<file path="src/rtl/fatori_mon_err_aggregator.sv">
// Error aggregator for hardened M-of-N wrappers: edge-counted min/maj/scrub events, stickies, health FSM, clear handshake. Optional FATORI_MON_AGG_TIMESTAMP_EN stamps the first majority error.
// Latency: an input rising in cycle t is reflected in counters, stickies and state in cycle t+2; readback is combinational.
// Backpressure: none on error inputs; clr_req_i is held until clr_ack_o pulses, then must drop before the next request is accepted.
module fatori_mon_err_aggregator #(
  parameter int NSRC      = 4,
  parameter int CNT_W     = 16,
  parameter int MIN_LIMIT = 8,
  localparam int SEL_W    = (NSRC > 1) ? $clog2(NSRC) : 1
) (
  input  logic             clk_i,
  input  logic             rst_i,
  input  logic [NSRC-1:0]  min_err_i,
  input  logic [NSRC-1:0]  maj_err_i,
  input  logic [NSRC-1:0]  scrub_i,
  input  logic             clr_req_i,
  output logic             clr_ack_o,
  input  logic [SEL_W-1:0] rd_sel_i,
  output logic [CNT_W-1:0] rd_min_cnt_o,
  output logic [CNT_W-1:0] rd_maj_cnt_o,
  output logic [CNT_W-1:0] rd_scrub_cnt_o,
  output logic [NSRC-1:0]  min_sticky_o,
  output logic [NSRC-1:0]  maj_sticky_o,
  output logic [1:0]       state_o,
  output logic             alert_o,
  output logic             fatal_o,
  output logic             first_valid_o,
  output logic [SEL_W-1:0] first_src_o,
  output logic [31:0]      first_ts_o
);

  typedef enum logic [1:0] {ST_OK = 2'd0, ST_DEG = 2'd1, ST_FATAL = 2'd2} st_t;
  typedef enum logic [1:0] {HS_IDLE = 2'd0, HS_ACK = 2'd1, HS_WAIT = 2'd2} hs_t;

  st_t st_q, st_d;
  hs_t hs_q, hs_d;

  logic [NSRC-1:0] min_q, min_qq, maj_q, maj_qq, scr_q, scr_qq;
  logic [NSRC-1:0] min_ev, maj_ev, scr_ev;
  logic [CNT_W-1:0] min_cnt [NSRC];
  logic [CNT_W-1:0] maj_cnt [NSRC];
  logic [CNT_W-1:0] scr_cnt [NSRC];
  logic [NSRC-1:0] min_sticky_q, maj_sticky_q;
  logic [31:0] tot_q, tot_base, tot_d, min_pop;
  logic [32:0] tot_sum;
  logic do_clr, limit_hit, capture, fv_base;
  logic first_valid_q;
  logic [SEL_W-1:0] first_src_q, first_src_d;

  assign min_ev = min_q & ~min_qq;
  assign maj_ev = maj_q & ~maj_qq;
  assign scr_ev = scr_q & ~scr_qq;
  assign do_clr = (hs_q == HS_IDLE) && clr_req_i;

  // Clear is applied before the coincident event, so a counter can restart at 1.
  function automatic logic [CNT_W-1:0] cnt_next(input logic [CNT_W-1:0] c,
                                                input logic ev, input logic clr);
    logic [CNT_W-1:0] b;
    b = clr ? '0 : c;
    if (ev && (b != {CNT_W{1'b1}})) b = b + CNT_W'(1);
    return b;
  endfunction

  always_ff @(posedge clk_i or posedge rst_i) begin
    if (rst_i) begin
      min_q <= '0; min_qq <= '0;
      maj_q <= '0; maj_qq <= '0;
      scr_q <= '0; scr_qq <= '0;
      for (int i = 0; i < NSRC; i++) begin
        min_cnt[i] <= '0;
        maj_cnt[i] <= '0;
        scr_cnt[i] <= '0;
      end
      min_sticky_q  <= '0;
      maj_sticky_q  <= '0;
      tot_q         <= '0;
      st_q          <= ST_OK;
      hs_q          <= HS_IDLE;
      first_valid_q <= 1'b0;
      first_src_q   <= '0;
    end else begin
      min_q <= min_err_i; min_qq <= min_q;
      maj_q <= maj_err_i; maj_qq <= maj_q;
      scr_q <= scrub_i;   scr_qq <= scr_q;
      for (int i = 0; i < NSRC; i++) begin
        min_cnt[i] <= cnt_next(min_cnt[i], min_ev[i], do_clr);
        maj_cnt[i] <= cnt_next(maj_cnt[i], maj_ev[i], do_clr);
        scr_cnt[i] <= cnt_next(scr_cnt[i], scr_ev[i], do_clr);
      end
      min_sticky_q  <= (do_clr ? '0 : min_sticky_q) | min_ev;
      maj_sticky_q  <= (do_clr ? '0 : maj_sticky_q) | maj_ev;
      tot_q         <= tot_d;
      st_q          <= st_d;
      hs_q          <= hs_d;
      first_valid_q <= fv_base | capture;
      first_src_q   <= first_src_d;
    end
  end

  always_comb begin
    min_pop = '0;
    for (int i = 0; i < NSRC; i++) min_pop = min_pop + 32'(min_ev[i]);
    tot_base  = do_clr ? '0 : tot_q;
    tot_sum   = {1'b0, tot_base} + {1'b0, min_pop};
    tot_d     = tot_sum[32] ? 32'hFFFF_FFFF : tot_sum[31:0];
    limit_hit = (MIN_LIMIT != 0) && (tot_d >= 32'(MIN_LIMIT));
  end

  always_comb begin
    st_d = st_q;
    if (do_clr && (st_q == ST_DEG)) st_d = ST_OK;
    if (st_d != ST_FATAL) begin
      if ((|maj_ev) || limit_hit) st_d = ST_FATAL;
      else if ((st_d == ST_OK) && ((|min_ev) || (|scr_ev))) st_d = ST_DEG;
    end
  end

  always_comb begin
    hs_d = hs_q;
    case (hs_q)
      HS_IDLE: if (clr_req_i) hs_d = HS_ACK;
      HS_ACK:  hs_d = HS_WAIT;
      HS_WAIT: if (!clr_req_i) hs_d = HS_IDLE;
      default: hs_d = HS_IDLE;
    endcase
  end

  // Descending scan so the lowest firing source index is the one kept.
  always_comb begin
    fv_base     = do_clr ? 1'b0 : first_valid_q;
    capture     = !fv_base && (|maj_ev);
    first_src_d = do_clr ? '0 : first_src_q;
    if (capture) begin
      for (int i = NSRC - 1; i >= 0; i--) begin
        if (maj_ev[i]) first_src_d = SEL_W'(i);
      end
    end
  end

`ifdef FATORI_MON_AGG_TIMESTAMP_EN
  logic [31:0] ts_q, first_ts_q;
  always_ff @(posedge clk_i or posedge rst_i) begin
    if (rst_i) begin
      ts_q       <= '0;
      first_ts_q <= '0;
    end else begin
      ts_q <= ts_q + 32'd1;
      if (capture)     first_ts_q <= ts_q;
      else if (do_clr) first_ts_q <= '0;
    end
  end
  assign first_ts_o = first_ts_q;
`else
  assign first_ts_o = '0;
`endif

  always_comb begin
    rd_min_cnt_o   = '0;
    rd_maj_cnt_o   = '0;
    rd_scrub_cnt_o = '0;
    if (int'(rd_sel_i) < NSRC) begin
      rd_min_cnt_o   = min_cnt[rd_sel_i];
      rd_maj_cnt_o   = maj_cnt[rd_sel_i];
      rd_scrub_cnt_o = scr_cnt[rd_sel_i];
    end
  end

  assign clr_ack_o     = (hs_q == HS_ACK);
  assign min_sticky_o  = min_sticky_q;
  assign maj_sticky_o  = maj_sticky_q;
  assign state_o       = st_q;
  assign alert_o       = (st_q == ST_DEG) || (st_q == ST_FATAL);
  assign fatal_o       = (st_q == ST_FATAL);
  assign first_valid_o = first_valid_q;
  assign first_src_o   = first_src_q;

endmodule

</file>
<file path="config.mk">
export PLATFORM = sky130hd
export DESIGN_NAME = fatori_mon_err_aggregator
export DESIGN_NICKNAME = d
export VERILOG_FILES = /design/src/rtl/fatori_mon_err_aggregator.sv
export SDC_FILE = /design/constraint.sdc
export NUM_CORES = 1
export LEC_CHECK = 0
export ABC_CLOCK_PERIOD_IN_PS = 11100
export CAP_MARGIN = 20
export CORE_MARGIN = 10
export CORE_UTILIZATION = 40
export DETAILED_ROUTE_END_ITERATION = 16
export PLACE_DENSITY = 0.6
export SLEW_MARGIN = 5
export SYNTH_ARGS = -nofsm -noshare
export SYNTH_HDL_FRONTEND = slang
export SYNTH_SLANG_ARGS = --single-unit
</file>
<file path="constraint.sdc">
create_clock -name clk_i -period 11.1 [get_ports clk_i]
set_input_delay 2.22 -clock clk_i [delete_from_list [all_inputs] [get_ports clk_i]]
set_output_delay 2.22 -clock clk_i [all_outputs]
set_load 0.02 [all_outputs]
</file>
After elaboration in Yosys (flattened, before gate mapping):

Cells that the tools add are included.

* flip-flop bits (word level): 263
* input bits: 17

* add/subtract/negate cells: 16
* reductions and logical operators: 26
* multiplexer cells: 51
* bitwise gates (word level): 10
* eq/ne operators: 19
* magnitude comparators: 2

Operators by type and width (number)
* 16-bit 2-to-1 mux: 30
* 16-bit by 1-bit adder with 16-bit output (second input constant): 12
* 16-bit inequality test (second input constant): 12
* 16-bit binary-select mux with 2-bit select: 3
* 32-bit 2-to-1 mux: 2
* 32-bit by 4-bit adder with 33-bit output: 1
* 32-bit by 4-bit greater-or-equal comparator with 1-bit output (second input constant): 1
* 2-bit 2-to-1 mux: 12
* 1-bit logical AND: 16
* 4-bit bitwise AND: 3
* 4-bit NOT: 3
* 4-bit OR reduction: 3
* 4-bit 2-to-1 mux: 2
* 4-bit bitwise OR: 2
* 2-bit inequality test (second input constant): 3
* 2-bit case mux with 3 select lines: 1
* 3-bit by 1-bit adder with 4-bit output: 1
* 2-bit by 1-bit equality test with 1-bit output (second input constant): 2
* 2-bit equality test (second input constant): 2
* 2-bit logical NOT: 2
* 2-bit by 1-bit adder with 3-bit output: 1
* 3-bit greater-or-equal comparator (second input constant): 1
* 1-bit logical OR: 3
* 2-bit NOT with 3-bit output: 1
* other kinds (5): 5

Depth between registers and ports, before layout:

* depth after elaboration: 11
* mapped depth: 19

Least setup slack after synthesis:

OpenSTA, ideal clock, no wires.

* path kind: input port to flip-flop
* start: in clr_req_i
* end: reg st_q[1], in the netlist state_o[1]
* path buffers: 7
* data required time: 10.982 ns
* data arrival time: 7.176 ns
* stages: 19
* path slack: 3.806 ns
* cells stage by stage: or3b_1 -> buf_4 -> buf_6 -> clkbuf_1 -> clkbuf_1 -> clkbuf_1 -> clkbuf_1 -> clkbuf_1 -> nand2_1 -> fa_1 -> fa_1 -> and3b_4 -> nand3_4 -> or4b_1 -> and3_1 -> or4_4 -> a2111oi_4 -> a41oi_2 -> a21o_1

* cells in the longest elaborated chain, start to end: 8
* elaborated cells between the ends (all ways): 14

Ends and longest elaborated chain
* start: declaration: line 15 `input logic clr_req_i,`
* 1-bit logical AND (*): line 52 `assign do_clr = (hs_q == HS_IDLE) && clr_req_i;`
* 32-bit 2-to-1 mux or 1-bit logical AND (tied branches): line 102, 110
* 32-bit by 4-bit adder with 33-bit output or 2-bit 2-to-1 mux (tied branches): line 103, 110
* 32-bit 2-to-1 mux or 2-bit logical NOT (tied branches): line 104, 113
* 32-bit by 4-bit greater-or-equal comparator with 1-bit output or 1-bit logical AND (tied branches): line 105, 113
* 1-bit logical OR or 2-bit 2-to-1 mux (tied branches): line 112, 113
* 2-bit 2-to-1 mux: line 112 `if ((|maj_ev) || limit_hit) st_d = ST_FATAL;`
* 2-bit 2-to-1 mux (*): line 111 `if (st_d != ST_FATAL) begin`
* net st_d[1]: line 34 `st_t st_q, st_d;`
* end signal: assignment: line 92 `st_q <= st_d;`
* end: declaration: line 34

Mark *: on every way through the listed nets, which the timed path passes. The rest lies on a longest branch.
A chain may end at the register's enable or synchronous reset.

Worst setup path in the final report:

* start: in rd_sel_i[1]
* end: out rd_maj_cnt_o[3]

* cells in the longest elaborated chain, start to end: 4

Ends and longest elaborated chain
* start: declaration: line 17 `input logic [SEL_W-1:0] rd_sel_i,`
* 2-bit NOT with 3-bit output (implied by the code): line 162 `rd_maj_cnt_o = maj_cnt[rd_sel_i];`
* 16-bit binary-select mux with 2-bit select: line 162
* 16-bit 2-to-1 mux (implied by the code) (2 in series): line 162
* end: declaration: line 19 `output logic [CNT_W-1:0] rd_maj_cnt_o,`

No other way between the ends. The select of a mux whose other input is x is not followed.

==> results.cfg <==
[yosys]
synth_async_sr_flop_share_pct = 100
postSynthCellCount = 1451
synth_top_area_share_pct = 45.4
yosys-top-cells-area = dfrtp_1 (45%), mux4_2 (7.5%), xor2_1 (6.9%)
synth_edf_count = 0
synth_ff_type = dfrtp_1
yosysTopAreaCell = dfrtp_1
synth_seq_cells = 263
syn_area_um2 = 14500
ys_warn_count = 0
syn_avg_cell_area_um2 = 9.99
ys_types = 75
yosysSeqAreaShare_pct = 45.4

[clocking]
clockBufferDepth = 3
cts_tree = yes
cts_buffers = 30
h-tree-depth = 1
ctsHoldBuffers = 0
cts_resized = 0
cts_root_buf = clkbuf_16
cts.clk_slew.worst_paths_ns = 0.05
clk_latency_ns = 0.57
post-cts-setup-buffer-count = 0
cts_sinks = 263

[critical_path]
crit_family = buffers and inverters
crit_arrival_ns = 4.36
endpoint_kind = primary output
cp_num_buf_inv = 3
crit_type = in -> out
required_ns = 8.88
cp-start-kind = input port
cpMostUsedCell = buf_4
cpPeakStageDelay_ns = 0.64
slowest_stage = buf_4
path_cells = buf_4 > buf_4 > mux4_2 > clkdlybuf4s50_1
crit_fanout = 34

[sta]
fmax_ghz = 0.152
slew_violations = 0
setup_tns_ns = 0
setup_violations = 0
worst_pin_slew_ns = 1.11
maxSlewHeadroom_pct = 24.8
rsz0062_at_grt = false
clock_skew_ns = 0.0160
min_period_ns = 6.58
finalCritPeriodShare_pct = 59.3
finalHoldViolCount = 0

[floorplan]
core_um2 = 35700
initial_utilization_pct = 40.7
rows = 69
die_width_um = 210
die_y_um = 210
dieArea_um2 = 44300
ios = 113

[global_route]
antenna_found_initial = 0
met2_usage_pct = 26.1
grt_pass1_wl_um = 60500
grt_pass1_vias = 10800
busiest_layer = met2
overflow = 0
grtUsageMet3_pct = 3.25
grt_max_degree = 171
grt_use_total_pct = 16.7
use_met1_pct = 23.2

[power]
p_per_area_nw_per_um2 = 157
worst_ir_drop_vdd_mv = 0.120
total_power_mw = 2.60
p_leak_nw = 6.87

[drt]
drt_iter0_markers = 548
vias = 10900
wl_per_cell_um = 18.3
drc = 0
vias_per_cell = 5.43
wirelength_um = 36600
first_pass_iters = 4
ant_nets = 0

[final_layout]
diodes = 0
multi_input_area_um2 = 7420
nets = 1553
area_growth_pct = 14.6
fillCellCount = 3298
seqCellArea_um2 = 6580
drive_gt1_share_pct = 9.75

[job]
drv_cap = 0

[place]
portBuffers = 80
gp_congestion = 0.813
dpl.hpwl_um = 25800

[status]
status = complete, no violations

[hold_path]
hold_path_class = reg -> reg
[power by group]
part | switching, mW | internal [mW] | total, mW
Clock | 0.407 | 0.612 | 1.02
Sequential | 0.0753 | 1.03 | 1.11
Combinational | 0.300 | 0.173 | 0.473
[layout by cell type, fill, tap and decap left out, types with 26 or more instances in the layout]
cell type	Yosys	final
and2_1	28	28
xnor2_1	58	58
nand2_1	216	216
mux4_2	48	48
clkdlybuf4s50_1	0	78
or3_1	26	26
clkbuf_16	0	30
a21oi_1	34	34
inv_1	38	37
nand4_1	64	64
nor2_1	129	129
nor3_1	27	27
xor2_1	114	114
o21ai_0	48	48
nand3_1	78	78
dfrtp_1	263	263
conb_1	1	32
[logic make-up after synthesis]
kind of cell / after synthesis / share of synthesized area [%]
other: 1 / 0.0259
XOR/XNOR: 172 / 10.4
AND/OR/NAND/NOR: 678 / 23.5
flip-flops: 263 / 45.4
adder cells (fa/ha/maj): 19 / 1.80
buffers and inverters: 125 / 4.26
AO/OA/AOI/OAI: 131 / 6.14
multiplexers: 62 / 8.52
[layer usage]
layer	wire length (um)	part of all wire, %	vias to the layer above
met5	0	0	-
met3	1970	5.4	39
met1	17100	47	5434
met2	16800	46	217
met4	690	1.9	0
li1	-	-	5169
[synth_stat cells (26+ instances only)]
cell type and n:
xnor2_1 58, mux4_2 48, or3_1 26, nand3_1 78, clkbuf_1 35, dfrtp_1 263
inv_1 38, nand2_1 216, xor2_1 114, nor2_1 129, nand4_1 64, buf_4 35
and2_1 28, nor3_1 27, o21ai_0 48, a21oi_1 34
[layout make-up]
cell class                 instances  area share (%)
clock buffer                      45            5.28
clock inverter                     9           0.791
inverter                          39           0.941
multi-input combinational       1094            44.6
sequential                       263            39.6
tap                              461            3.47
timing repair buffer              89            5.26
[sequential cells by signal (all words and copies together) (netlist names)]
name and count:
maj_sticky_o 4, min_q 4, min_cnt 64, maj_cnt 64, scr_q 4, maj_q 4, scr_cnt 64, min_qq 4
maj_qq 4, first_src_o 2, min_sticky_o 4, first_valid_o 1, tot_q 32, state_o 2, hs_q 2, scr_qq 4
[worst paths after layout]
kind | from | to | slack (ns) | depth (start not counted)
max in group asynchronous | rst_i | maj_cnt[36] | 7.49 | 3
min reg2reg | min_q[3] | min_qq[3] | 0.37 | 0
max reg2reg | min_q[0] | state_o[1] | 6.28 | 14
min in group asynchronous | rst_i | min_cnt[55] | 2.11 | 2
max | rd_sel_i[1] | rd_maj_cnt_o[3] | 4.52 | 4
min | min_q[3] | min_qq[3] | 0.37 | 0
[through the flow]
stage          util, %  std cells  setup slack, ns  instance area [um2]  hold slack, ns
2_1_floorplan        -       1482             1.64                14600           0.347
5_1_grt           46.6       2000             4.38                16600           0.385
3_3_place_gp      43.8       1946             4.48                15600           0.355
4_1_cts           46.6       2000             4.46                16600           0.368
6_report          46.6       2000             4.52                16600           0.366
3_5_place_dp      43.8       1946             4.47                15600           0.358
Note: power is estimated with default switching activity, not from simulation.
